### src/rtl/multicycle_controller_if.sv
// Control/status bundle between the multicycle controller and its datapath.
//   Instr     : instruction register bits [31:12]
//   ALUFlags  : {N,Z,C,V} from the ALU this cycle
//   PCWrite, MemWrite, RegWrite, IRWrite : write enables
//   AdrSrc, ALUSrcA, ALUSrcB, ResultSrc, ImmSrc, RegSrc : mux selects
//   ALUControl: ALU operation, State: current FSM state (debug)
// master = controller side, slave = datapath side.
interface multicycle_controller_if;
    logic [19:0] Instr;
    logic [3:0]  ALUFlags;
    logic        PCWrite;
    logic        MemWrite;
    logic        RegWrite;
    logic        IRWrite;
    logic        AdrSrc;
    logic        ALUSrcA;
    logic [1:0]  ALUSrcB;
    logic [1:0]  ResultSrc;
    logic [1:0]  ImmSrc;
    logic [1:0]  RegSrc;
    logic [1:0]  ALUControl;
    logic [3:0]  State;

    modport master (
        input  Instr, ALUFlags,
        output PCWrite, MemWrite, RegWrite, IRWrite, AdrSrc, ALUSrcA,
               ALUSrcB, ResultSrc, ImmSrc, RegSrc, ALUControl, State
    );

    modport slave (
        output Instr, ALUFlags,
        input  PCWrite, MemWrite, RegWrite, IRWrite, AdrSrc, ALUSrcA,
               ALUSrcB, ResultSrc, ImmSrc, RegSrc, ALUControl, State
    );
endinterface

### src/rtl/multicycle_controller.sv
// Multicycle ARM-subset control unit: Moore FSM sequencing fetch/decode/
// execute, ALU decoder, condition check and NZCV flag registers.
//   clk   : rising-edge clock
//   reset : asynchronous, active-low
//   bus   : controller side of multicycle_controller_if (instruction and
//           ALU flags in; enables, mux selects, ALUControl, State out)
module multicycle_controller (
    input  logic                          clk,
    input  logic                          reset,
    multicycle_controller_if.master       bus
);
    localparam logic [3:0] S_FETCH  = 4'd0;
    localparam logic [3:0] S_DECODE = 4'd1;
    localparam logic [3:0] S_MEMADR = 4'd2;
    localparam logic [3:0] S_MEMRD  = 4'd3;
    localparam logic [3:0] S_MEMWB  = 4'd4;
    localparam logic [3:0] S_MEMWR  = 4'd5;
    localparam logic [3:0] S_EXECR  = 4'd6;
    localparam logic [3:0] S_EXECI  = 4'd7;
    localparam logic [3:0] S_ALUWB  = 4'd8;
    localparam logic [3:0] S_BRANCH = 4'd9;

    // Instruction fields (port bit 0 is instruction bit 12)
    logic [3:0] cond;
    logic [1:0] op;
    logic [5:0] funct;
    logic [3:0] cmd;
    assign cond  = bus.Instr[19:16];
    assign op    = bus.Instr[15:14];
    assign funct = bus.Instr[13:8];
    assign cmd   = funct[4:1];

    // Register fields are the datapath's business
    logic unused_regfields;
    assign unused_regfields = ^bus.Instr[7:0];

    logic [3:0] state_q, state_d;
    logic [3:0] flags_q;          // {N,Z,C,V}
    logic       condex_q;
    logic       condex;

    // Moore control bits
    logic next_pc, branch, regw, memw, irw, aluop;
    logic [1:0] flagw;

    // Condition check against the registered flags
    logic fn, fz, fc, fv;
    assign {fn, fz, fc, fv} = flags_q;
    always_comb begin
        condex = 1'b0;
        case (cond)
            4'b0000: condex = fz;
            4'b0001: condex = ~fz;
            4'b0010: condex = fc;
            4'b0011: condex = ~fc;
            4'b0100: condex = fn;
            4'b0101: condex = ~fn;
            4'b0110: condex = fv;
            4'b0111: condex = ~fv;
            4'b1000: condex = fc & ~fz;
            4'b1001: condex = ~fc | fz;
            4'b1010: condex = (fn == fv);
            4'b1011: condex = (fn != fv);
            4'b1100: condex = ~fz & (fn == fv);
            4'b1101: condex = fz | (fn != fv);
            4'b1110: condex = 1'b1;
            default: condex = 1'b0;
        endcase
    end

    // Next state
    always_comb begin
        state_d = S_FETCH;
        case (state_q)
            S_FETCH:  state_d = S_DECODE;
            S_DECODE: case (op)
                          2'b01:   state_d = S_MEMADR;
                          2'b00:   state_d = funct[5] ? S_EXECI : S_EXECR;
                          2'b10:   state_d = S_BRANCH;
                          default: state_d = S_FETCH;
                      endcase
            S_MEMADR: state_d = funct[0] ? S_MEMRD : S_MEMWR;
            S_MEMRD:  state_d = S_MEMWB;
            S_EXECR,
            S_EXECI:  state_d = S_ALUWB;
            default:  state_d = S_FETCH;   // terminal and illegal states
        endcase
    end

    // Moore outputs
    always_comb begin
        next_pc = 1'b0; branch = 1'b0; regw = 1'b0; memw = 1'b0; irw = 1'b0;
        aluop = 1'b0;
        bus.AdrSrc    = 1'b0;
        bus.ALUSrcA   = 1'b0;
        bus.ALUSrcB   = 2'b00;
        bus.ResultSrc = 2'b00;
        case (state_q)
            S_FETCH:  begin
                irw = 1'b1; next_pc = 1'b1;
                bus.ALUSrcA = 1'b1; bus.ALUSrcB = 2'b10; bus.ResultSrc = 2'b10;
            end
            S_DECODE: begin
                bus.ALUSrcA = 1'b1; bus.ALUSrcB = 2'b10; bus.ResultSrc = 2'b10;
            end
            S_MEMADR: bus.ALUSrcB = 2'b01;
            S_MEMRD:  bus.AdrSrc = 1'b1;
            S_MEMWB:  begin bus.ResultSrc = 2'b01; regw = 1'b1; end
            S_MEMWR:  begin bus.AdrSrc = 1'b1; memw = 1'b1; end
            S_EXECR:  aluop = 1'b1;
            S_EXECI:  begin bus.ALUSrcB = 2'b01; aluop = 1'b1; end
            S_ALUWB:  regw = 1'b1;
            S_BRANCH: begin
                bus.ALUSrcB = 2'b01; bus.ResultSrc = 2'b10; branch = 1'b1;
            end
            default: ;
        endcase
    end

    // ALU decoder; flag writes only happen when ALUOp is set (EXEC states)
    always_comb begin
        bus.ALUControl = 2'b00;
        flagw          = 2'b00;
        if (aluop) begin
            case (cmd)
                4'b0010: bus.ALUControl = 2'b01;
                4'b0000: bus.ALUControl = 2'b10;
                4'b1100: bus.ALUControl = 2'b11;
                default: bus.ALUControl = 2'b00;
            endcase
            flagw[1] = funct[0];
            flagw[0] = funct[0] & ((cmd == 4'b0100) | (cmd == 4'b0010));
        end
    end

    // Write enables are also gated by reset so nothing escapes while it is low
    assign bus.PCWrite  = reset & (next_pc | (branch & condex_q));
    assign bus.MemWrite = reset & memw & condex_q;
    assign bus.RegWrite = reset & regw & condex_q;
    assign bus.IRWrite  = reset & irw;

    assign bus.ImmSrc = op;
    assign bus.RegSrc = {op == 2'b01, op == 2'b10};
    assign bus.State  = state_q;

    always_ff @(posedge clk or negedge reset) begin
        if (!reset) begin
            state_q  <= S_FETCH;
            flags_q  <= 4'b0000;
            condex_q <= 1'b0;
        end else begin
            state_q <= state_d;
            if (state_q == S_DECODE) condex_q <= condex;
            if (flagw[1] & condex_q) flags_q[3:2] <= bus.ALUFlags[3:2];
            if (flagw[0] & condex_q) flags_q[1:0] <= bus.ALUFlags[1:0];
        end
    end
endmodule
### src/flat_wrapper.sv
// flat-port wrapper written by rule: the top's interface ports become plain ports
module multicycle_controller_flat 
  (clk, reset, bus_Instr, bus_ALUFlags, bus_PCWrite, bus_MemWrite, bus_RegWrite, bus_IRWrite, bus_AdrSrc, bus_ALUSrcA, bus_ALUSrcB, bus_ResultSrc, bus_ImmSrc, bus_RegSrc, bus_ALUControl, bus_State);
  multicycle_controller_if bus_i ();
  input  logic clk;
  input  logic reset;
  input wire logic [$bits(bus_i.Instr)-1:0] bus_Instr;
  input wire logic [$bits(bus_i.ALUFlags)-1:0] bus_ALUFlags;
  output wire logic [$bits(bus_i.PCWrite)-1:0] bus_PCWrite;
  output wire logic [$bits(bus_i.MemWrite)-1:0] bus_MemWrite;
  output wire logic [$bits(bus_i.RegWrite)-1:0] bus_RegWrite;
  output wire logic [$bits(bus_i.IRWrite)-1:0] bus_IRWrite;
  output wire logic [$bits(bus_i.AdrSrc)-1:0] bus_AdrSrc;
  output wire logic [$bits(bus_i.ALUSrcA)-1:0] bus_ALUSrcA;
  output wire logic [$bits(bus_i.ALUSrcB)-1:0] bus_ALUSrcB;
  output wire logic [$bits(bus_i.ResultSrc)-1:0] bus_ResultSrc;
  output wire logic [$bits(bus_i.ImmSrc)-1:0] bus_ImmSrc;
  output wire logic [$bits(bus_i.RegSrc)-1:0] bus_RegSrc;
  output wire logic [$bits(bus_i.ALUControl)-1:0] bus_ALUControl;
  output wire logic [$bits(bus_i.State)-1:0] bus_State;
  assign bus_i.Instr = bus_Instr;
  assign bus_i.ALUFlags = bus_ALUFlags;
  assign bus_PCWrite = bus_i.PCWrite;
  assign bus_MemWrite = bus_i.MemWrite;
  assign bus_RegWrite = bus_i.RegWrite;
  assign bus_IRWrite = bus_i.IRWrite;
  assign bus_AdrSrc = bus_i.AdrSrc;
  assign bus_ALUSrcA = bus_i.ALUSrcA;
  assign bus_ALUSrcB = bus_i.ALUSrcB;
  assign bus_ResultSrc = bus_i.ResultSrc;
  assign bus_ImmSrc = bus_i.ImmSrc;
  assign bus_RegSrc = bus_i.RegSrc;
  assign bus_ALUControl = bus_i.ALUControl;
  assign bus_State = bus_i.State;
  multicycle_controller u_core (.clk(clk), .reset(reset), .bus(bus_i));
endmodule
### config.mk
export PLATFORM = sky130hd
export DESIGN_NAME = multicycle_controller_flat
export DESIGN_NICKNAME = d
export VERILOG_FILES = /design/src/rtl/multicycle_controller_if.sv /design/src/rtl/multicycle_controller.sv /design/src/flat_wrapper.sv
export SDC_FILE = /design/constraint.sdc
export NUM_CORES = 1
export LEC_CHECK = 0
export CAP_MARGIN = 20
export CORE_MARGIN = 2
export CORE_UTILIZATION = 42
export DETAILED_ROUTE_END_ITERATION = 8
export GPL_TIMING_DRIVEN = 1
export PLACE_DENSITY = 0.85
export SLEW_MARGIN = 30
export SYNTH_ARGS = -nofsm -noshare
export SYNTH_HDL_FRONTEND = slang
export SYNTH_SLANG_ARGS = --single-unit
### constraint.sdc
create_clock -name clk -period 2.5 [get_ports clk]
set_input_delay 0.625 -clock clk [delete_from_list [all_inputs] [get_ports clk]]
set_output_delay 0.625 -clock clk [all_outputs]
set_load 0.005 [all_outputs]
==> flow_summary.ini <==
[run_status]
outcome = completed

[clock_tree]
cts-root-buf = clkbuf_4
worstSkewPairLatency_ns = 0.27
cts_sinks = 9
cts_tree = built
cts-htree-levels = 1
clkTransAtPathRegs_ns = 0.06
cts_buffers = 3
max-clock-path-buffers = 2

[logic_synthesis]
avgSynthCellArea_um2 = 8.33
async_flop_share_pct = 100
synth_warnings = 0
ys_ff_latch = 9
synthCells = 103
syn-cell-area_um2 = 858
syn_nets = 129
yosysSeqAreaShare_pct = 26.2
synth_edf_count = 0
ys.flop_type = dfrtp_1
synth.distinct_cells = 39

[place]
io_buffers = 37
gp_congestion = 0.756
dp.cells = 166
place_ws_ns = -0.284
dp.final_hpwl_mm = 1.72

[detailed_routing]
drt_iter0_markers = 13
num_vias = 925
avgRoutedWirePerCell_um = 13.1
via_per_inst = 5.38
routed_wl_mm = 2.26
drc_errors = 0
drt.antenna.violating_nets = 0
drtPass1Iterations = 4

[sta]
setup_viol = 0
fin_ws_ns = 0.0882
fmax_mhz = 415
fin_skew_ns = 0.00575
slew_headroom_pct = 74.1
finalHoldViolCount = 0
period_share_pct = 96.5
slew_viol_final = 0
post-route-min-period_ns = 2.41
rsz0062_at_grt = false
hold_ws_ns = 0.398
worstMarginPinSlew_ns = 0.387

[floorplan]
core_area_um2 = 1940
dieArea_um2 = 2420
die_h_um = 49.2
io_pins = 46
die_x_um = 49.2
rows = 16
initial_utilization_pct = 44.2

[worst_setup_path]
crit_type = in -> out
crit_required_ns = 1.88
critPathLaunchType = input pin
worstSetupEndpointType = primary output
crit_arrival_ns = 1.79
worstPathMaxFanout = 4

[final_layout]
drive_above_1_share_pct = 16.6
diodes = 0
postLayoutCoreUtil_pct = 68.0
synthToLayoutAreaGrowth_pct = 53.8
final_cell_count_no_fill = 172
fill_cells = 165
nNetsFinal = 172

[run]
max_cap_viol_count = 0

[power_and_ir_drop]
p_sw_share_pct = 40.0
clockPowerShare_pct = 9.8
p_sw_uw = 466
p_int_uw = 701
worst_ir_drop_vdd_uv = 420
leakage_uw = 0.000579
p_seq_share_pct = 28.2
p_comb_share_pct = 62.0
power_density_nw_per_um2 = 884

[global_route]
grt_remaining_overflow = 0
grt_antenna_before_repair = 0
track_usage_pct = 20.2
grt_pass1_wl_mm = 3.86
grt_max_degree = 16
grt_pass1_vias = 862

[min_path]
min_path_type = in -> async
[repair_timing]
| item | CTS | global route |
|---|---|---|
| endpoints found under the setup margin | 5 | 6 |
| hold buffers | 0 | 0 |
| buffers inserted | 2 | 0 |
| pin swaps | 0 | 0 |
| gates resized for setup | 7 | 4 |
[path summary, 6_finish.rpt]
kind / cells after the start / slack, ns / from / to
min in group clk: 1 / 0.57 / u_core.flags_q[1]$_DFFE_PN0P_ / u_core.flags_q[1]$_DFFE_PN0P_
max in group asynchronous: 3 / 1.95 / reset / u_core.bus.State[1]$_DFF_PN0_
worst max register to register: 4 / 0.86 / u_core.bus.State[3]$_DFF_PN0_ / u_core.flags_q[0]$_DFFE_PN0P_
worst max-delay path: 4 / 0.09 / bus_Instr[15] / bus_RegSrc[0]
worst min register to register: 1 / 0.57 / u_core.flags_q[1]$_DFFE_PN0P_ / u_core.flags_q[1]$_DFFE_PN0P_
worst min-delay path: 3 / 0.40 / reset / u_core.bus.State[2]$_DFF_PN0_
[worst max-delay path: stages]
cell and delay [ns]:
clkdlybuf4s50_1 0.53, nand2b_1 0.09, inv_1 0.06, clkdlybuf4s50_1 0.49
[layer usage]
layer / track usage, % / vias to the layer above / wire, um
met5: 0 / - / 0
met4: 7.14 / 0 / 19
met3: 6.44 / 4 / 91
met2: 34.2 / 18 / 1160
met1: 23.6 / 442 / 980
li1: - / 461 / -
[synthesized netlist by cell type, types with 2 or more instances]
master    number  area [um^2]
inv_1          3         11.3
o21ai_0        4         20.0
nand2b_1       4         25.0
nor2b_1        3         18.8
dfrtp_1        9          225
mux2i_1        2         20.0
a31oi_1        3         18.8
buf_4          4         30.0
o311ai_0       2         17.5
nand2_1        8         30.0
mux2_2         2         22.5
nor2_1         6         22.5
nor4bb_1       2         20.0
mux2_1         2         22.5
a21oi_1        4         20.0
buf_2          4         20.0
nand3_1        2         10.0
xnor2_1        4         35.0
nor3b_1        3         22.5
nor3_1        13         65.1
[area by class of cell]
class,count,area [um^2],share of cell area [%]
Tap cell,27,33.8,2.56
Sequential cell,9,228,17.3
Multi-Input combinational cell,81,566,42.8
Clock buffer,4,26.3,1.99
Inverter,3,11.3,0.853
Timing Repair Buffer,48,455,34.5
[stage by stage]
stage / TNS (ns) / power, uW / instance area [um^2]
floorplan: 0 / 699 / 858
global placement: -0.719 / 1020 / 1270
detailed placement: -0.856 / 1050 / 1270
CTS: 0 / 1170 / 1310
global route: 0 / 1260 / 1320
finish: 0 / 1170 / 1320
[power by group through the flow]
stage	clock network, uW	logic (uW)	registers [uW]
after floorplan	0	439	261
after global placement	0	705	317
after detailed placement	0	728	325
after CTS	118	728	322
after global routing	126	788	342
final	115	723	329
[kinds of logic after synthesis]
family                 share of synthesized area [%]
AO/OA/AOI/OAI                                   17.1
XOR/XNOR                                        5.10
buffers and inverters                           8.02
flip-flops                                      26.2
multiplexers                                    7.58
AND/OR/NAND/NOR                                 36.0
[state kept, by name (all words and copies together) (netlist names)]
| register | count |
|---|---|
| u_core.bus.State | 4 |
| u_core.condex_q | 1 |
| u_core.flags_q | 4 |
[cells in the final DEF (no fill, tap or decap), types with 3 or more instances in the layout]
master / instances
a21oi_1: 4
xnor2_1: 4
nor3b_1: 3
nand2_1: 8
clkdlybuf4s50_1: 30
dlygate4sd2_1: 5
inv_1: 3
o21ai_0: 4
a31oi_1: 3
nand2b_1: 4
nor2_1: 6
buf_4: 10
nor3_1: 13
nor2b_1: 3
clkbuf_4: 3
dfrtp_1: 7
No activity file was read; power rests on OpenSTA's default activity.
